## src/rtl/vram_pkg.sv

```systemverilog
// Shared constants and types for the VRAM port-A arbiter and its fill sequencer.
package vram_pkg;

   localparam logic [5:0] PAGE_CHARMAP = 6'h08;
   localparam logic [5:0] PAGE_CHARDAT = 6'h09;
   localparam logic [7:0] MISS_RDATA   = 8'hFF;

   typedef enum logic [1:0] {REG_CHARMAP, REG_CHARDAT, REG_NONE} region_e;
   typedef enum logic [1:0] {FILL_IDLE, FILL_RUN, FILL_DONE} fill_state_e;

   function automatic region_e decode_region(input logic [5:0] page,
                                             input logic [5:0] map_page,
                                             input logic [5:0] dat_page);
      if (page == map_page) return REG_CHARMAP;
      if (page == dat_page) return REG_CHARDAT;
      return REG_NONE;
   endfunction

endpackage

```

## src/rtl/vram_fill_seq.sv

```systemverilog
// Fill engine: latches a fill command and requests one port-A write slot per byte,
// advancing only on the slots the arbiter grants.
module vram_fill_seq
   import vram_pkg::*;
(
   input  logic        clk,
   input  logic        rst_n,
   input  logic        fill_start,
   input  logic        fill_sel,
   input  logic [9:0]  fill_base,
   input  logic [10:0] fill_len,
   input  logic [7:0]  fill_value,
   input  logic        gnt,
   output logic        req,
   output logic        busy,
   output logic        done,
   output logic [9:0]  addr,
   output logic [7:0]  value,
   output logic        sel
);

   fill_state_e state_q, state_d;
   logic [9:0]  base_q, base_d;
   logic [10:0] len_q, len_d;
   logic [10:0] idx_q, idx_d;
   logic [7:0]  val_q, val_d;
   logic        sel_q, sel_d;

   always_ff @(posedge clk or negedge rst_n) begin
      if (!rst_n) begin
         state_q <= FILL_IDLE;
         base_q  <= '0;
         len_q   <= '0;
         idx_q   <= '0;
         val_q   <= '0;
         sel_q   <= 1'b0;
      end else begin
         state_q <= state_d;
         base_q  <= base_d;
         len_q   <= len_d;
         idx_q   <= idx_d;
         val_q   <= val_d;
         sel_q   <= sel_d;
      end
   end

   always_comb begin
      state_d = state_q;
      base_d  = base_q;
      len_d   = len_q;
      idx_d   = idx_q;
      val_d   = val_q;
      sel_d   = sel_q;
      case (state_q)
         FILL_IDLE: begin
            if (fill_start) begin
               base_d  = fill_base;
               len_d   = fill_len;
               val_d   = fill_value;
               sel_d   = fill_sel;
               idx_d   = '0;
               state_d = (fill_len == 11'd0) ? FILL_DONE : FILL_RUN;
            end
         end
         FILL_RUN: begin
            if (gnt) begin
               idx_d = idx_q + 11'd1;
               if (idx_q == len_q - 11'd1) state_d = FILL_DONE;
            end
         end
         FILL_DONE: state_d = FILL_IDLE;
         default:   state_d = FILL_IDLE;
      endcase
   end

   assign req   = (state_q == FILL_RUN);
   assign busy  = (state_q != FILL_IDLE);
   assign done  = (state_q == FILL_DONE);
   // 10-bit add wraps the fill address around the top of the RAM.
   assign addr  = base_q + idx_q[9:0];
   assign value = val_q;
   assign sel   = sel_q;

endmodule

```

## src/rtl/vram_arbiter.sv

```systemverilog
// Port-A controller for charmap/chardata: CPU decode, read pipeline and, when
// VRAM_FILL_EN is defined, the fill engine with bounded-starvation arbitration.
module vram_arbiter
   import vram_pkg::*;
#(
   parameter logic [5:0] CHARMAP_PAGE = PAGE_CHARMAP,
   parameter logic [5:0] CHARDAT_PAGE = PAGE_CHARDAT,
   parameter int         STARVE_MAX   = 8
)
(
   input  logic        clk,
   input  logic        rst_n,
   input  logic        cpu_req,
   input  logic        cpu_we,
   input  logic [15:0] cpu_addr,
   input  logic [7:0]  cpu_wdata,
   output logic        cpu_ack,
   output logic        cpu_rvalid,
   output logic [7:0]  cpu_rdata,
   input  logic        fill_start,
   input  logic        fill_sel,
   input  logic [9:0]  fill_base,
   input  logic [10:0] fill_len,
   input  logic [7:0]  fill_value,
   output logic        fill_busy,
   output logic        fill_done,
   output logic [9:0]  mem_addr,
   output logic [7:0]  mem_wdata,
   output logic        charmap_we,
   output logic        chardat_we,
   input  logic [7:0]  charmap_q,
   input  logic [7:0]  chardat_q
);

   region_e     cpu_reg;
   logic        cpu_gnt, fill_gnt, fill_sel_w;
   logic [9:0]  fill_addr;
   logic [7:0]  fill_val;

   assign cpu_reg = decode_region(cpu_addr[15:10], CHARMAP_PAGE, CHARDAT_PAGE);

`ifdef VRAM_FILL_EN
   localparam logic [7:0] STARVE_LIM = 8'(STARVE_MAX);
   logic       fill_req;
   logic [7:0] starve_q, starve_d;

   // CPU wins by default; the fill takes the slot when the CPU is idle or starved it.
   assign cpu_gnt  = cpu_req && !(fill_req && (starve_q == STARVE_LIM));
   assign fill_gnt = fill_req && !cpu_gnt;

   always_comb begin
      starve_d = starve_q;
      if (fill_gnt || !fill_busy) starve_d = '0;
      else if (cpu_gnt)           starve_d = starve_q + 8'd1;
   end

   always_ff @(posedge clk or negedge rst_n) begin
      if (!rst_n) starve_q <= '0;
      else        starve_q <= starve_d;
   end

   vram_fill_seq u_fill (
      .clk        (clk),
      .rst_n      (rst_n),
      .fill_start (fill_start),
      .fill_sel   (fill_sel),
      .fill_base  (fill_base),
      .fill_len   (fill_len),
      .fill_value (fill_value),
      .gnt        (fill_gnt),
      .req        (fill_req),
      .busy       (fill_busy),
      .done       (fill_done),
      .addr       (fill_addr),
      .value      (fill_val),
      .sel        (fill_sel_w)
   );
`else
   logic unused_fill;
   assign unused_fill = ^{fill_start, fill_sel, fill_base, fill_len, fill_value};
   assign cpu_gnt    = cpu_req;
   assign fill_gnt   = 1'b0;
   assign fill_busy  = 1'b0;
   assign fill_done  = 1'b0;
   assign fill_addr  = '0;
   assign fill_val   = '0;
   assign fill_sel_w = 1'b0;
`endif

   logic       ack_q, ack_d;
   logic [9:0] addr_q, addr_d;
   logic [7:0] wdata_q, wdata_d;
   logic       map_we_q, map_we_d, dat_we_q, dat_we_d;
   logic       vld_p0_q, vld_p0_d, vld_p1_q, rvalid_q;
   region_e    reg_p0_q, reg_p0_d, reg_p1_q;
   logic [7:0] rdata_q;

   always_comb begin
      ack_d    = cpu_gnt;
      addr_d   = addr_q;
      wdata_d  = wdata_q;
      map_we_d = 1'b0;
      dat_we_d = 1'b0;
      vld_p0_d = 1'b0;
      reg_p0_d = reg_p0_q;
      if (cpu_gnt) begin
         addr_d   = cpu_addr[9:0];
         wdata_d  = cpu_wdata;
         map_we_d = cpu_we && (cpu_reg == REG_CHARMAP);
         dat_we_d = cpu_we && (cpu_reg == REG_CHARDAT);
         vld_p0_d = !cpu_we;
         reg_p0_d = cpu_reg;
      end else if (fill_gnt) begin
         addr_d   = fill_addr;
         wdata_d  = fill_val;
         map_we_d = !fill_sel_w;
         dat_we_d = fill_sel_w;
      end
   end

   // Read pipeline: p0 = address on port A, p1 = RAM output valid, then registered data.
   always_ff @(posedge clk or negedge rst_n) begin
      if (!rst_n) begin
         ack_q    <= 1'b0;
         addr_q   <= '0;
         wdata_q  <= '0;
         map_we_q <= 1'b0;
         dat_we_q <= 1'b0;
         vld_p0_q <= 1'b0;
         reg_p0_q <= REG_CHARMAP;
         vld_p1_q <= 1'b0;
         reg_p1_q <= REG_CHARMAP;
         rvalid_q <= 1'b0;
         rdata_q  <= '0;
      end else begin
         ack_q    <= ack_d;
         addr_q   <= addr_d;
         wdata_q  <= wdata_d;
         map_we_q <= map_we_d;
         dat_we_q <= dat_we_d;
         vld_p0_q <= vld_p0_d;
         reg_p0_q <= reg_p0_d;
         vld_p1_q <= vld_p0_q;
         reg_p1_q <= reg_p0_q;
         rvalid_q <= vld_p1_q;
         if (vld_p1_q) begin
            case (reg_p1_q)
               REG_CHARMAP: rdata_q <= charmap_q;
               REG_CHARDAT: rdata_q <= chardat_q;
               default:     rdata_q <= MISS_RDATA;
            endcase
         end
      end
   end

   assign cpu_ack    = ack_q;
   assign cpu_rvalid = rvalid_q;
   assign cpu_rdata  = rdata_q;
   assign mem_addr   = addr_q;
   assign mem_wdata  = wdata_q;
   assign charmap_we = map_we_q;
   assign chardat_we = dat_we_q;

endmodule
```

## config.mk

```make
export PLATFORM = sky130hd
export DESIGN_NAME = vram_arbiter
export DESIGN_NICKNAME = d
export VERILOG_FILES = /design/src/rtl/vram_pkg.sv /design/src/rtl/vram_fill_seq.sv /design/src/rtl/vram_arbiter.sv
export SDC_FILE = /design/constraint.sdc
export NUM_CORES = 1
export LEC_CHECK = 0
export CORE_ASPECT_RATIO = 1.1
export CORE_MARGIN = 2
export CORE_UTILIZATION = 37
export CTS_BUF_LIST = sky130_fd_sc_hd__clkbuf_8
export DETAILED_ROUTE_END_ITERATION = 7
export GPL_TIMING_DRIVEN = 0
export HOLD_SLACK_MARGIN = 0.08
export PLACE_DENSITY = 0.86
export RECOVER_POWER = 50
export SETUP_SLACK_MARGIN = 0.02
export SYNTH_ARGS = -nofsm -noshare
export SYNTH_HDL_FRONTEND = slang
export SYNTH_SLANG_ARGS = --single-unit
```

## constraint.sdc

```tcl
create_clock -name clk -period 1.8 [get_ports clk]
set_input_delay 0.36 -clock clk [delete_from_list [all_inputs] [get_ports clk]]
set_output_delay 0.36 -clock clk [all_outputs]
set_load 0.1 [all_outputs]
```

==> metrics.txt <==
CTS Root Cell clkbuf_8; PortBufs 73; die height 67.97 microns; Yosys top cell area share 0.6545; pin count of the biggest net entering global routing 37; Setup WS pre-CTS -0.05633 ns; Placer Congestion 0.7039; First-pass DRT Iterations 3; FMAX 0.6257 GHz; Vias between 1000 and 1500; count leader, synth dfrtp_1; first-pass GRT wire length 5.237 mm; ys flop type dfrtp_1; CP peak stage delay between 0.6 and 0.7 ns; number of synthesized flops with an enable pin 0; Warnings, synthesis 0; area of the multi-input gates about 430 sq um; Final TNS setup 0 ns; hold_buf cts 0; GRT Total Usage 0.1675; Fin. Hold Viols 0; Post-CTS Resized 90; Area growth syn-to-layout 71.82%; share of layout cells above drive strength 1 0.3575; Seq/Total Area, Yosys 0.6545; Cell variety after synth 16; # setup viols final 0; TritonCTS Buffers 5; Syn Std Cell Area around 1400 sq um; vias in the first global route 1109; Clock Skews between 0.009 and 0.01 ns; DR vias/cell 4.555; Tmin final 1.598 ns; crit-path cells dlygate4sd3_1, or4b_4, o32ai_2; Die ar. ~4200 sq um; leakage ~0.00097 uW; post-synthesis register bit count 36; core area 3597 sq um; setup bufs post-CTS 0; fraction of registers with async set/reset 1.000; CP max-delay cell dlygate4sd3_1; Finished Core Util 0.6574; Max Slew Vio Count 0; clk buf depth 2; nets 253; Iteration-0 DRC Markers 33; Clock Latency Late Sink 0.29 ns; Worst Path Required 1.99 ns; top cells by area, synth dfrtp_1 (65%), mux2_2 (15%), mux2i_1 (5.8%), a21oi_1 (2.9%), nor2_1 (2.2%); TritonCTS Sinks 36; DP Wirelength 2.499 mm; Total Wirelength about 3.3 mm; initial antenna violation count 0; max-cap violations 0; fin area 2365 sq um; DRC 0; final worst slack 0.2017 ns; Mapped Cells 97; Top delay family on crit path buffers and inverters; row cnt 23; CTS tree yes; placed insts 221; Placement Cell Area 2168 sq um; outcome finished, final reports clean; WL per Instance between 10 and 15 microns; fin cells 229; CP arrival 1.78 ns; Slew headroom 0.4159; crit-path max FO 5; period utilization 0.8879; storage element area 900.9 sq um; Startpoint Class primary input; Buf+Inv Stages, Crit Path 1; H-Tree Depth 2; synthesized area per cell 14.19 sq um; Max rail drop VDD 601.3 uV; Synth top cells by count dfrtp_1 (36), mux2_2 (18), a21oi_1 (8), mux2i_1 (8), nor2_1 (8); die width slightly above 60 microns; # IOs 107; antenna fix cells 0; Initial Util 0.3826; library cell with the largest summed area after synthesis dfrtp_1; actual slew at the worst max-slew pin between 0.8 and 0.9 ns; Critical Path Sink Type flip-flop; RSZ-0062 raised after global routing no; Reg clk slew, reported paths 0.08 ns; power density cells 1056 nW/um^2; Hold/Removal Path Class in2async; layout filler cell count 265; CP Class in2reg; antenna-violating nets left 0; GR Overflow Total 0
[state kept, by name, indices dropped and copies added (netlist names)]
register	count
vld_p0_q	1
reg_p0_q	2
charmap_we	1
cpu_ack	1
cpu_rvalid	1
mem_addr	10
reg_p1_q	2
vld_p1_q	1
cpu_rdata	8
chardat_we	1
mem_wdata	8
[power breakdown]
| part | internal (uW) | switching (uW) |
|---|---|---|
| registers | 859 | 24.3 |
| clock network | 693 | 279 |
| logic | 191 | 452 |
| total | 1740 | 755 |
[kinds of logic after synthesis]
kind of cell,after synthesis,synth area share
AND/OR/NAND/NOR,14,0.05454
multiplexers,26,0.2055
flip-flops,36,0.6545
buffers and inverters,10,0.03545
AO/OA/AOI/OAI,10,0.04728
other,1,0.002725
[per-stage QoR]
stage | power [uW] | hold slack [ns]
2_1_floorplan | 1333 | 0.06441
3_3_place_gp | 1548 | 0.3380
3_5_place_dp | 1560 | 0.3395
4_1_cts | 2524 | 0.1764
5_1_grt | 2592 | 0.2487
6_report | 2498 | 0.1772
[final timing paths]
check | cells after the start | end | slack [ns] | start
min in group clk | 0 | vld_p1_q | 0.34 | vld_p0_q
setup / recovery | 3 | reg_p0_q[0] | 0.20 | cpu_req
hold reg to reg | 0 | vld_p1_q | 0.34 | vld_p0_q
setup reg to reg | 4 | cpu_rdata[4] | 0.37 | vld_p1_q
hold / removal | 1 | mem_addr[1] | 0.18 | rst_n
max in group asynchronous | 1 | cpu_rdata[3] | 1.07 | rst_n
[layer usage]
metal / wire length, microns / vias to the layer above / track usage
met1: 1256 / 498 / 0.1791
met3: 232 / 4 / 0.07237
met5: 0 / - / 0
met4: 29 / 0 / 0.06667
met2: 1769 / 49 / 0.2989
li1: - / 492 / -
[cell type report]
cell class                      instances  area share
Sequential cell                        36      0.3810
Timing Repair Buffer                   73      0.3228
Multi-Input combinational cell         52      0.1820
Clock inverter                          3     0.03810
Clock buffer                            5     0.02910
Tap cell                               50     0.02646
Buffer                                  7     0.01587
Inverter                                3    0.004762
[cell usage in the layout (no fill, tap or decap), types with 2 or more instances in the layout]
master           count
conb_1               2
nor2b_1              2
clkbuf_8             5
buf_4                2
buf_2                2
clkbuf_1             2
nor2_1               8
mux2i_1              8
clkdlybuf4s50_1     41
nor4_1               2
clkbuf_2             2
clkdlybuf4s15_2     30
bufinv_16            3
mux2_2              18
inv_1                3
dfrtp_1             36
a21oi_1              8
Note: power is estimated with default switching activity, not from simulation.
